$ cat src/rtl/vc_arbiter_router_pkg.sv
// vc_arbiter_router_pkg: shared state encoding, default widths and channel indices
package vc_arbiter_router_pkg;
    typedef enum logic {IDLE = 1'b0, WAIT = 1'b1} state_t;
    localparam int DATA_WIDTH_DEF = 6;
    localparam int DEST_BIT_DEF = 4;
    localparam int CNT_WIDTH_DEF = 8;
    localparam logic VC0 = 1'b0;
    localparam logic VC1 = 1'b1;
    localparam logic D0 = 1'b0;
    localparam logic D1 = 1'b1;
endpackage

$ cat src/rtl/vc_arbiter_router_if.sv
// vc_arbiter_router_if: VC FIFO inputs, destination FIFO outputs and status of the router
interface vc_arbiter_router_if #(
    parameter int DATA_WIDTH = 6,
    parameter int CNT_WIDTH = 8
);
    logic empty_fifo_VC0;
    logic empty_fifo_VC1;
    logic [DATA_WIDTH-1:0] data_arbitro_VC0;
    logic [DATA_WIDTH-1:0] data_arbitro_VC1;
    logic [DATA_WIDTH-1:0] data_out_VC0;
    logic [DATA_WIDTH-1:0] data_out_VC1;
    logic almost_full_fifo_D0;
    logic almost_full_fifo_D1;
    logic pop_VC0;
    logic pop_VC1;
    logic push_D0;
    logic push_D1;
    logic [DATA_WIDTH-1:0] data_out_D;
    logic [CNT_WIDTH-1:0] cnt_D0;
    logic [CNT_WIDTH-1:0] cnt_D1;
    logic idle;

    modport master (
        input  empty_fifo_VC0, empty_fifo_VC1, data_arbitro_VC0, data_arbitro_VC1,
        input  data_out_VC0, data_out_VC1, almost_full_fifo_D0, almost_full_fifo_D1,
        output pop_VC0, pop_VC1, push_D0, push_D1, data_out_D, cnt_D0, cnt_D1, idle
    );

    modport slave (
        output empty_fifo_VC0, empty_fifo_VC1, data_arbitro_VC0, data_arbitro_VC1,
        output data_out_VC0, data_out_VC1, almost_full_fifo_D0, almost_full_fifo_D1,
        input  pop_VC0, pop_VC1, push_D0, push_D1, data_out_D, cnt_D0, cnt_D1, idle
    );
endinterface

$ cat src/rtl/vc_arbiter_router_fixed_prio_arb2.sv
// vc_arbiter_router_fixed_prio_arb2: VC0-first select plus destination backpressure check
module vc_arbiter_router_fixed_prio_arb2
    import vc_arbiter_router_pkg::*;
(
    input  logic enable,
    input  logic empty0,
    input  logic empty1,
    input  logic dest0,
    input  logic dest1,
    input  logic af0,
    input  logic af1,
    output logic pop0,
    output logic pop1,
    output logic win,
    output logic dest,
    output logic go
);
    // strict priority: a non-empty VC0 always wins, even when its destination is blocked
    always_comb begin
        win = empty0 ? VC1 : VC0;
        dest = (win == VC0) ? dest0 : dest1;
        go = enable && !(empty0 && empty1) && !((dest == D1) ? af1 : af0);
        pop0 = go && (win == VC0);
        pop1 = go && (win == VC1);
    end
endmodule

$ cat src/rtl/vc_arbiter_router.sv
// vc_arbiter_router: pops VC0/VC1 with fixed priority and routes each word to D0 or D1
module vc_arbiter_router
    import vc_arbiter_router_pkg::*;
#(
    parameter int DATA_WIDTH = DATA_WIDTH_DEF,
    parameter int DEST_BIT = DEST_BIT_DEF,
    parameter int CNT_WIDTH = CNT_WIDTH_DEF
)(
    input logic clk,
    input logic reset,
    input logic init,
    vc_arbiter_router_if.master bus
);
    state_t state, next_state;
    logic clear, win, dest, go, lat_vc, lat_dest;
    logic [DATA_WIDTH-1:0] captured;

    assign clear = !reset || !init;
    assign captured = (lat_vc == VC0) ? bus.data_out_VC0 : bus.data_out_VC1;
    assign bus.idle = (state == IDLE) && bus.empty_fifo_VC0 && bus.empty_fifo_VC1;

    vc_arbiter_router_fixed_prio_arb2 u_arb (
        .enable (state == IDLE && !clear),
        .empty0 (bus.empty_fifo_VC0),
        .empty1 (bus.empty_fifo_VC1),
        .dest0  (bus.data_arbitro_VC0[DEST_BIT]),
        .dest1  (bus.data_arbitro_VC1[DEST_BIT]),
        .af0    (bus.almost_full_fifo_D0),
        .af1    (bus.almost_full_fifo_D1),
        .pop0   (bus.pop_VC0),
        .pop1   (bus.pop_VC1),
        .win    (win),
        .dest   (dest),
        .go     (go)
    );

    // a pop moves to WAIT for the FIFO read latency; WAIT always returns to IDLE
    always_comb begin
        next_state = IDLE;
        if (state == IDLE && go) next_state = WAIT;
    end

    // state register, cleared by reset or soft init
    always_ff @(posedge clk) begin
        state <= clear ? IDLE : next_state;
    end

    // remember which VC was popped and where its word goes; the preview decides, not the data
    always_ff @(posedge clk) begin
        if (go) begin
            lat_vc <= win;
            lat_dest <= dest;
        end
    end

    // capture the popped word and push it for one cycle, counting words per destination
    always_ff @(posedge clk) begin
        if (clear) begin
            bus.push_D0 <= 1'b0;
            bus.push_D1 <= 1'b0;
            bus.data_out_D <= '0;
            bus.cnt_D0 <= '0;
            bus.cnt_D1 <= '0;
        end else if (state == WAIT) begin
            bus.data_out_D <= captured;
            bus.push_D0 <= (lat_dest == D0);
            bus.push_D1 <= (lat_dest == D1);
            if (lat_dest == D0) bus.cnt_D0 <= bus.cnt_D0 + CNT_WIDTH'(1);
            else bus.cnt_D1 <= bus.cnt_D1 + CNT_WIDTH'(1);
        end else begin
            bus.push_D0 <= 1'b0;
            bus.push_D1 <= 1'b0;
        end
    end
endmodule

$ cat src/flat_wrapper.sv
// flat-port wrapper written by rule: the top's interface ports become plain ports
module vc_arbiter_router_flat import vc_arbiter_router_pkg::*;
#(
    parameter int DATA_WIDTH = DATA_WIDTH_DEF,
    parameter int DEST_BIT = DEST_BIT_DEF,
    parameter int CNT_WIDTH = CNT_WIDTH_DEF
)
  (clk, reset, init, bus_empty_fifo_VC0, bus_empty_fifo_VC1, bus_data_arbitro_VC0, bus_data_arbitro_VC1, bus_data_out_VC0, bus_data_out_VC1, bus_almost_full_fifo_D0, bus_almost_full_fifo_D1, bus_pop_VC0, bus_pop_VC1, bus_push_D0, bus_push_D1, bus_data_out_D, bus_cnt_D0, bus_cnt_D1, bus_idle);
  vc_arbiter_router_if #(.DATA_WIDTH(DATA_WIDTH), .CNT_WIDTH(CNT_WIDTH)) bus_i ();
  input logic clk;
  input logic reset;
  input logic init;
  input wire logic [$bits(bus_i.empty_fifo_VC0)-1:0] bus_empty_fifo_VC0;
  input wire logic [$bits(bus_i.empty_fifo_VC1)-1:0] bus_empty_fifo_VC1;
  input wire logic [$bits(bus_i.data_arbitro_VC0)-1:0] bus_data_arbitro_VC0;
  input wire logic [$bits(bus_i.data_arbitro_VC1)-1:0] bus_data_arbitro_VC1;
  input wire logic [$bits(bus_i.data_out_VC0)-1:0] bus_data_out_VC0;
  input wire logic [$bits(bus_i.data_out_VC1)-1:0] bus_data_out_VC1;
  input wire logic [$bits(bus_i.almost_full_fifo_D0)-1:0] bus_almost_full_fifo_D0;
  input wire logic [$bits(bus_i.almost_full_fifo_D1)-1:0] bus_almost_full_fifo_D1;
  output wire logic [$bits(bus_i.pop_VC0)-1:0] bus_pop_VC0;
  output wire logic [$bits(bus_i.pop_VC1)-1:0] bus_pop_VC1;
  output wire logic [$bits(bus_i.push_D0)-1:0] bus_push_D0;
  output wire logic [$bits(bus_i.push_D1)-1:0] bus_push_D1;
  output wire logic [$bits(bus_i.data_out_D)-1:0] bus_data_out_D;
  output wire logic [$bits(bus_i.cnt_D0)-1:0] bus_cnt_D0;
  output wire logic [$bits(bus_i.cnt_D1)-1:0] bus_cnt_D1;
  output wire logic [$bits(bus_i.idle)-1:0] bus_idle;
  assign bus_i.empty_fifo_VC0 = bus_empty_fifo_VC0;
  assign bus_i.empty_fifo_VC1 = bus_empty_fifo_VC1;
  assign bus_i.data_arbitro_VC0 = bus_data_arbitro_VC0;
  assign bus_i.data_arbitro_VC1 = bus_data_arbitro_VC1;
  assign bus_i.data_out_VC0 = bus_data_out_VC0;
  assign bus_i.data_out_VC1 = bus_data_out_VC1;
  assign bus_i.almost_full_fifo_D0 = bus_almost_full_fifo_D0;
  assign bus_i.almost_full_fifo_D1 = bus_almost_full_fifo_D1;
  assign bus_pop_VC0 = bus_i.pop_VC0;
  assign bus_pop_VC1 = bus_i.pop_VC1;
  assign bus_push_D0 = bus_i.push_D0;
  assign bus_push_D1 = bus_i.push_D1;
  assign bus_data_out_D = bus_i.data_out_D;
  assign bus_cnt_D0 = bus_i.cnt_D0;
  assign bus_cnt_D1 = bus_i.cnt_D1;
  assign bus_idle = bus_i.idle;
  vc_arbiter_router #(.DATA_WIDTH(DATA_WIDTH), .DEST_BIT(DEST_BIT), .CNT_WIDTH(CNT_WIDTH)) u_core (.clk(clk), .reset(reset), .init(init), .bus(bus_i));
endmodule
$ cat config.mk
export PLATFORM = sky130hd
export DESIGN_NAME = vc_arbiter_router_flat
export DESIGN_NICKNAME = d
export VERILOG_FILES = /design/src/rtl/vc_arbiter_router_pkg.sv /design/src/rtl/vc_arbiter_router_if.sv /design/src/rtl/vc_arbiter_router_fixed_prio_arb2.sv /design/src/rtl/vc_arbiter_router.sv /design/src/flat_wrapper.sv
export SDC_FILE = /design/constraint.sdc
export NUM_CORES = 1
export LEC_CHECK = 0
export ABC_AREA = 1
export BUFFER_PORTS_ARGS = -buffer_cell sky130_fd_sc_hd__buf_2
export CORE_MARGIN = 5
export CORE_UTILIZATION = 30
export DETAILED_ROUTE_END_ITERATION = 8
export GPL_TIMING_DRIVEN = 0
export MAX_ROUTING_LAYER = met4
export PLACE_DENSITY = 0.64
export SLEW_MARGIN = 5
export SYNTH_ARGS = -nofsm -noshare
export SYNTH_HDL_FRONTEND = slang
export SYNTH_HIERARCHICAL = 1
export SYNTH_SLANG_ARGS = --single-unit
$ cat constraint.sdc
create_clock -name clk -period 1.3 [get_ports clk]
set_input_delay 0.065 -clock clk [delete_from_list [all_inputs] [get_ports clk]]
set_output_delay 0.065 -clock clk [all_outputs]
set_load 0.03 [all_outputs]
# Word level (Yosys, flattened, before mapping)
# Index checks and enable logic that the tools add are counted.
# W data, S select, Z words.
[word_totals]
wordCells = 36
reg_bits = 27
out_inout_bits = 27
input_bits = 31
[classes]
bitwise_logic = 3
n_reduce_logical = 18
n_mux = 5
n_addsub = 2
[ops]
columns = ["cell", "count"]
rows = [
  ["$add A8 B1 Y8 const B", 2],
  ["$logic_and A1 B1 Y1", 9],
  ["$mux W6", 1],
  ["$logic_not A1 Y1", 5],
  ["$mux W1", 4],
  ["$reduce_and A2 Y1", 2],
  ["$not A1 Y1", 3],
  ["$reduce_or A2 Y1", 1],
  ["$logic_or A1 B1 Y1", 1],
]

# Logic depth before layout (Yosys ltp)
# Gate-level depths: netlist of run 1.
[logic_depth]
depth_word = 8
ltp_mapped = 9
depth_no_buf = 9

# Modules after synthesis
# The synthesis of run 1 kept the hierarchy.
[by_module_without_submodules]
columns = ["mod", "n_inst", "cells_each", "seq_area_each_um2", "area_each_um2"]
rows = [
  ["vc_arbiter_router", 1, 159, 560.5, 1162.4],
  ["vc_arbiter_router_fixed_prio_arb2", 1, 17, 0.0, 75.1],
]

# Least setup slack after synthesis of run 1
# OpenSTA, ideal clock, no wires.
[synth_path]
path_kind = "flip-flop to output port"
startpoint = "register u_core.state"
endpoint = "output port bus_pop_VC0"
slack_ns = -0.086
stages_incl_launch_ff = 7
arrival_ns = 1.321
path_buffers = 0
required_ns = 1.235
path_cell_list = "dfxtp_1 > inv_1 > nand2_1 > inv_1 > a21boi_0 > nand3_1 > nor2_1"
[synth_via]
elab_chain_len = 5
[synth_rtl]
columns = ["element", "line_no", "text"]
rows = [
  ["from (decl)", "vc_arbiter_router.sv:14", "state_t state, next_state;"],
  ["from (signal assigned)", "vc_arbiter_router.sv:45", "state <= clear ? IDLE : next_state;"],
  ["$not A1 Y1", "vc_arbiter_router.sv:23", ".enable (state == IDLE && !clear),"],
  ["$logic_and A1 B1 Y1", "vc_arbiter_router.sv:23", ""],
  ["$logic_and A1 B1 Y1 (2 in series)", "vc_arbiter_router_fixed_prio_arb2.sv:22", "go = enable && !(empty0 && empty1) && !((dest == D1) ? af1 : af0);"],
  ["$logic_and A1 B1 Y1", "vc_arbiter_router_fixed_prio_arb2.sv:23", "pop0 = go && (win == VC0);"],
  ["to (decl)", "flat_wrapper.sv:21", "output wire logic [$bits(bus_i.pop_VC0)-1:0] bus_pop_VC0;"],
]
# Every way passes these cells.

# Final worst setup path of run 1
# Same ends and word-level chain as after synthesis.

==> results.py, run 1 <==
metrics = {
    "hold_path": {
        "min_to": "u_core/bus.data_out_D[0]",
        "hold_depth": 3,
        "hp-start": "bus_data_out_VC0[0]",
        "hold_path_class": "input port to flip-flop",
    },
    "pwr": {
        "leakagePower_nw": 0.812,
        "power.total_w": 0.00143,
        "pwr-share-seq": 0.588,
        "p_per_area_mw_per_mm2": 861,
        "comb_power_share": 0.089,
        "netSwitchingPower_w": 0.000317,
        "p_sw_frac": 0.221,
        "peakVddDrop_uv": 448,
        "p_int_w": 0.00112,
        "clkPwrFrac": 0.323,
    },
    "setup_path": {
        "cp.required_ps": 1240,
        "reg2reg_to": "u_core/lat_dest",
        "r2r_setup_slack_ps": -80,
        "reg2reg_depth": 8,
        "critPathArrivalTime_ps": 1320,
        "crit_type": "flip-flop to primary output",
        "worst_path_max_delay_cell": "dfxtp_4",
        "end_kind": "primary output",
        "crit_fanout": 3,
        "crit_path_max_incr_delay_ps": 350,
        "startpoint_type": "flip-flop",
        "crit_chain": "inv_2 > nand2_2 > inv_2 > a21boi_4 > nand3_2 > nor2_1 > buf_4",
        "reg2reg_from": "u_core/state",
        "worst-path-buf-inv": 3,
        "crit_family": "flip-flops",
        "crit_top_cell": "inv_2",
    },
    "final_layout": {
        "areaGrowthSynthToFinish_pct": 34.6,
        "seqCellArea_um2": 564,
        "diodes": 0,
        "multi_input_area_um2": 603,
        "fin_nets": 267,
        "layout-drive-gt1-share": 0.309,
        "final_area_mm2": 0.00167,
        "mostFrequentLayoutCell": "buf_2",
        "most-common-layout-cells": "45 x buf_2, 43 x nor2_1, 41 x nand2_1",
        "fill_cells": 427,
    },
    "timing": {
        "rsz0062_at_grt": "true",
        "whs_ps": 78.1,
        "fin_crit_sh": 1.07,
        "setup_viol": 5,
        "fin_skew_ps": 1.09,
        "clock.fmax_mhz": 721,
        "slew_headroom": 0.831,
        "setup_ws_ps": -87.2,
        "fin_crit_ps": 1390,
        "hold_viol_final": 0,
        "worstMarginPinSlew_ps": 253,
        "slew_viol_final": 0,
    },
    "clocking": {
        "h-tree-depth": 1,
        "numCtsBuffers": 3,
        "clkSlewWorstSetupHoldPaths_ps": 90,
        "cts_buffer_depth": 2,
        "hold_buffers": 0,
        "cts_tree": "built",
        "clkSinkCount": 27,
        "clk_latency_ps": 270,
        "root_buffer": "clkbuf_8",
    },
    "synth": {
        "ys_types": 20,
        "ys_warn_count": 6,
        "syn_nets": 209,
        "syn_area_mm2": 0.00124,
        "synth_seq_area_share": 0.453,
        "syn_inst": 176,
        "synth_seq_cells": 27,
        "syn_avg_cell_area_um2": 7.03,
    },
    "global_routing": {
        "grt_first_pass_wirelength_mm": 4.73,
        "gr-total-overflow": 0,
        "antenna_found_initial": 0,
        "grt_usage": 0.110,
        "grt_pass1_vias": 1152,
        "grt_start_max_net_pins": 15,
    },
    "placement": {
        "dpl_cell_area_mm2": 0.00154,
        "place.gp.congestion": 0.755,
        "dp_hpwl_mm": 2.08,
        "portBuffers": 47,
    },
    "floorplanning": {
        "die_width_um": 74.2,
        "io_pins": 58,
        "die-area_mm2": 0.00551,
        "start_util": 0.309,
        "row_count": 23,
        "die_y_um": 74.2,
        "fp.coreArea_mm2": 0.00400,
    },
    "drt": {
        "ant_nets": 0,
        "firstDrtPassIters": 4,
        "drtIter0Drc": 65,
        "viasPerCell": 4.39,
        "wirelength_mm": 2.71,
        "num_vias": 1241,
        "wl_per_cell_um": 9.58,
        "drc_errors": 0,
    },
    "status": {
        "status": "finished with violations",
        "violations": "negative setup slack",
    },
    "flow_run": {
        "maxCapViolCount": 0,
    },
}
-- cell families (layout without fill, tap and decap cells) --
| family | after synthesis | count (layout) | synth area share |
|---|---|---|---|
| AND/OR/NAND/NOR | 105 | 105 | 0.358 |
| AO/OA/AOI/OAI | 17 | 17 | 0.0849 |
| flip-flops | 27 | 27 | 0.453 |
| adder cells (fa/ha/maj) | 2 | 2 | 0.0202 |
| XOR/XNOR | 1 | 1 | 0.00708 |
| buffers and inverters | 24 | 81 | 0.0768 |
-- synth_stat cells --
master	count	area [µm²]
buf_4	1	7.51
a21oi_1	7	35.0
nor2_1	44	165
o31ai_1	6	45.0
edfxtp_1	2	60.1
xor2_1	1	8.76
nand3_2	2	20.0
nor2_4	2	22.5
dfxtp_1	25	500
nand2_2	1	6.26
a21boi_0	1	7.51
nor3_1	1	5.00
o21ai_0	2	10.0
ha_1	2	25.0
inv_1	22	82.6
buf_2	1	5.00
o21a_1	1	7.51
nand3_1	12	60.1
nor2_2	1	6.26
nand2_1	42	158
-- worst max-delay path by stage --
stage	from	end	slack [ps]	depth (start not counted)
finish	u_core/state	bus_pop_VC0	-90	7
global route	u_core/state	bus_pop_VC1	-200	7
CTS	u_core/state	bus_pop_VC1	-80	7
detailed placement	init	u_core/lat_vc	-260	8
global placement	init	u_core/lat_dest	-290	8
floorplan	u_core/state	bus_pop_VC0	-90	6
-- tightest hold or removal path, cell delays in order --
cell and delay, ps:
buf_2 90, nor2_1 70, o31ai_1 70
-- power by group through the flow --
stage | Combinational (W) | Sequential, W | Clock (W)
3_3_place_gp | 0.000106 | 0.000865 | 0
2_1_floorplan | 0.0000563 | 0.000867 | 0
6_report | 0.000128 | 0.000843 | 0.000463
4_1_cts | 0.000118 | 0.000844 | 0.000496
3_5_place_dp | 0.000106 | 0.000865 | 0
5_1_grt | 0.000146 | 0.000844 | 0.000520
-- metrics by stage --
stage	util	cells	setup WS [ps]	TNS (ps)
final	0.416	283	-87.2	-330
after global routing	0.416	283	-198	-840
after CTS	0.406	280	-83.0	-161
after detailed placement	0.384	273	-258	-1050
after global placement	0.384	273	-295	-1240
after floorplan	-	176	-85.5	-171
-- layer usage --
layer,GRT usage,vias up,part of all wire
met5,-,-,0
met4,0.0296,0,0.0085
met3,0.0257,2,0.075
met2,0.177,35,0.45
met1,0.139,538,0.46
li1,-,666,-
-- final cells by class --
cell class | count | share of cell area
plain buffers | 2 | 0.00751
well taps | 50 | 0.0376
repair buffers | 53 | 0.177
flip-flops and latches | 27 | 0.339
inverters | 22 | 0.0496
clock buffers | 4 | 0.0270
multi-input cells | 125 | 0.362
-- flip-flops by register name, indices dropped and copies added, names as in the netlist --
name and flops:
u_core/lat_vc 1, u_core/bus.push_D0 1, u_core/bus.push_D1 1, u_core/bus.data_out_D 6, u_core/state 1, u_core/bus.cnt_D1 8
u_core/lat_dest 1, u_core/bus.cnt_D0 8
-- what timing repair did --
item                                    in CTS  in global routing
endpoints found under the hold margin        0                  0
endpoints found under the setup margin       5                  5
setup buffers                                3                  3
pin swaps                                    3                  2
resized for setup                           10                  6
Power figures use the tool's default switching activity.
==> inputs of run 2 (changes only) <==
ABC_AREA = default   (was 1)
==> results.py, run 2 <==
metrics = {
    "synth": {
        "syn_area_mm2": 0.00120,
        "synth_top_cell_area_share": 0.416,
        "synth_seq_area_share": 0.466,
        "netlist_top_cells_area": "dfxtp_1 42%, mux2i_1 7.5%, edfxtp_1 5.0%",
        "synth-async-reset-ratio": 0,
        "ys_types": 27,
        "synth_edf_count": 2,
        "synth_largest_area_cell": "dfxtp_1",
        "syn_avg_cell_area_um2": 9.40,
        "synth.most_common_cell": "dfxtp_1",
        "synth_top_flop_cell": "dfxtp_1",
        "synth_seq_cells": 27,
        "syn_inst": 128,
        "syn_nets": 161,
        "synth_common_cells": "25 x dfxtp_1, 15 x nor2_1, 11 x a21oi_1",
        "ys_warn_count": 6,
    },
    "timing": {
        "slew_headroom": 0.630,
        "rsz0062_at_grt": "true",
        "setup_ws_ps": -60.0,
        "setup_viol": 7,
        "hold_viol_final": 0,
        "worstMarginPinSlew_ps": 555,
        "fin_skew_ps": 5.78,
        "fin_crit_ps": 1360,
        "slew_viol_final": 0,
        "fin_crit_sh": 1.05,
        "clock.fmax_mhz": 735,
    },
    "drt": {
        "firstDrtPassIters": 3,
        "num_vias": 1125,
        "drc_errors": 0,
        "viasPerCell": 4.75,
        "drtIter0Drc": 57,
        "ant_nets": 0,
        "wl_per_cell_um": 12.2,
        "wirelength_mm": 2.90,
    },
    "setup_path": {
        "r2r_setup_slack_ps": -60,
        "startpoint_type": "flip-flop",
        "end_kind": "flip-flop",
        "reg2reg_depth": 4,
        "cp.required_ps": 1500,
        "reg2reg_to": "u_core/bus.cnt_D0[4]",
        "crit_fanout": 6,
        "reg2reg_from": "u_core/lat_dest",
        "crit_type": "flip-flop to flip-flop",
        "critPathArrivalTime_ps": 1560,
    },
    "floorplanning": {
        "die-area_mm2": 0.00538,
        "die_y_um": 73.3,
        "row_count": 23,
        "io_pins": 58,
        "fp.coreArea_mm2": 0.00394,
        "start_util": 0.305,
        "die_width_um": 73.3,
    },
    "final_layout": {
        "fill_cells": 397,
        "fin_nets": 221,
        "areaGrowthSynthToFinish_pct": 42.0,
        "largest_registers": "u_core/bus.cnt_D0 (8), u_core/bus.cnt_D1 (8), u_core/bus.data_out_D (6)",
        "multi_input_area_um2": 644,
        "diodes": 0,
        "layout-drive-gt1-share": 0.444,
        "post-route-util": 0.434,
        "seqCellArea_um2": 587,
        "most-common-layout-cells": "44 x buf_2, 14 x dfxtp_1, 13 x nor2_1",
        "mostFrequentLayoutCell": "buf_2",
    },
    "global_routing": {
        "grt_first_pass_wirelength_mm": 4.91,
        "gr-total-overflow": 0,
        "grt_start_max_net_pins": 15,
        "grt_pass1_vias": 1111,
        "grt_usage": 0.117,
        "antenna_found_initial": 0,
    },
    "hold_path": {
        "min_to": "u_core/lat_dest",
        "hp-start": "bus_data_arbitro_VC1[4]",
        "hold_depth": 3,
        "hold_path_class": "input port to flip-flop",
    },
    "placement": {
        "place.gp.congestion": 0.732,
        "pre_cts_slack_ps": -145,
        "dp_hpwl_mm": 2.14,
        "portBuffers": 47,
    },
    "pwr": {
        "netSwitchingPower_w": 0.000314,
        "p_int_w": 0.00111,
        "peakVddDrop_uv": 358,
        "clkPwrFrac": 0.328,
        "pwr-share-seq": 0.587,
        "comb_power_share": 0.085,
        "leakagePower_nw": 0.759,
        "p_sw_frac": 0.221,
        "p_per_area_mw_per_mm2": 832,
    },
    "clocking": {
        "clkSlewWorstSetupHoldPaths_ps": 90,
        "hold_buffers": 0,
        "numCtsBuffers": 3,
        "h-tree-depth": 1,
        "clk_latency_ps": 270,
        "cts_tree": "built",
        "clkSinkCount": 27,
        "cts_buffer_depth": 2,
        "root_buffer": "clkbuf_8",
    },
    "flow_run": {
        "maxCapViolCount": 0,
    },
    "status": {
        "status": "finished with violations",
        "violations": "negative setup slack",
    },
}
-- run 2: cell types whose count changed in the layout (fill, tap and decap cells not counted), sizes merged, moves of 4 or more --
cell,previous run,this run
or4,0,5
or3,0,5
a21oi,7,11
buf,54,58
nand2,43,8
mux2i,0,9
nand3,14,8
nor2,47,15
inv,22,3
a211oi,0,6
-- run 2: worst max path at each step --
stage / endpoint / start / slack (ps) / cells past startpoint
detailed placement: u_core/bus.cnt_D0[6] / u_core/lat_dest / -150 / 3
global placement: u_core/bus.cnt_D0[6] / u_core/lat_dest / -130 / 3
floorplan: u_core/bus.cnt_D0[6] / u_core/bus.cnt_D0[0] / -80 / 4
CTS: u_core/bus.cnt_D0[4] / u_core/lat_dest / -50 / 4
finish: u_core/bus.cnt_D0[4] / u_core/lat_dest / -60 / 4
global route: u_core/bus.cnt_D0[4] / u_core/lat_dest / -150 / 4
-- run 2: critical path, cell delays in order (launching register included) --
cell	delay, ps
edfxtp_1	470
nand4b_4	240
buf_6	140
or3_4	320
a21oi_2	110
-- run 2: layout make-up --
cell class              instances  area share
flip-flops and latches         27       0.343
plain buffers                   6      0.0264
multi-input cells              92       0.377
clock buffers                   4      0.0264
repair buffers                 55       0.184
well taps                      50      0.0366
inverters                       3     0.00659
-- run 2: routing by layer --
metal	up-vias	wire [µm]	GRT usage
li1	589	-	-
met1	498	1360	0.152
met2	36	1300	0.184
met3	2	233	0.0315
met4	0	13	0.0241
met5	-	0	-
-- run 2: power by group through the flow --
stage / clock network [W] / logic [W] / registers [W]
floorplan: 0 / 0.0000542 / 0.000861
global placement: 0 / 0.000106 / 0.000858
detailed placement: 0 / 0.000107 / 0.000858
CTS: 0.000491 / 0.000117 / 0.000834
global route: 0.000537 / 0.000134 / 0.000835
finish: 0.000467 / 0.000121 / 0.000834
-- run 2: cells by family (layout without fill, tap and decap cells) --
group,after synthesis,count (layout),share of synthesized area
AND/OR/NAND/NOR,49,49,0.230
buffers and inverters,9,68,0.0353
flip-flops,27,27,0.466
adder cells (fa/ha/maj),2,2,0.0208
XOR/XNOR,4,4,0.0291
AO/OA/AOI/OAI,27,27,0.135
multiplexers,10,10,0.0842
-- run 2: repair_timing --
item,CTS,global route
buffers inserted,7,1
setup endpoints to repair,12,12
pin swaps,6,4
gates resized for setup,13,7
-- run 2: through the flow --
stage	cell area, µm²	instances	total power, W	hold WS, ps	setup TNS, ps
after global routing	1710	237	0.00151	129	-1100
after floorplan	1240	128	0.000915	198	-120
after detailed placement	1540	225	0.000965	405	-574
after CTS	1680	236	0.00144	121	-192
after global placement	1540	225	0.000964	402	-502
final	1710	237	0.00142	135	-182
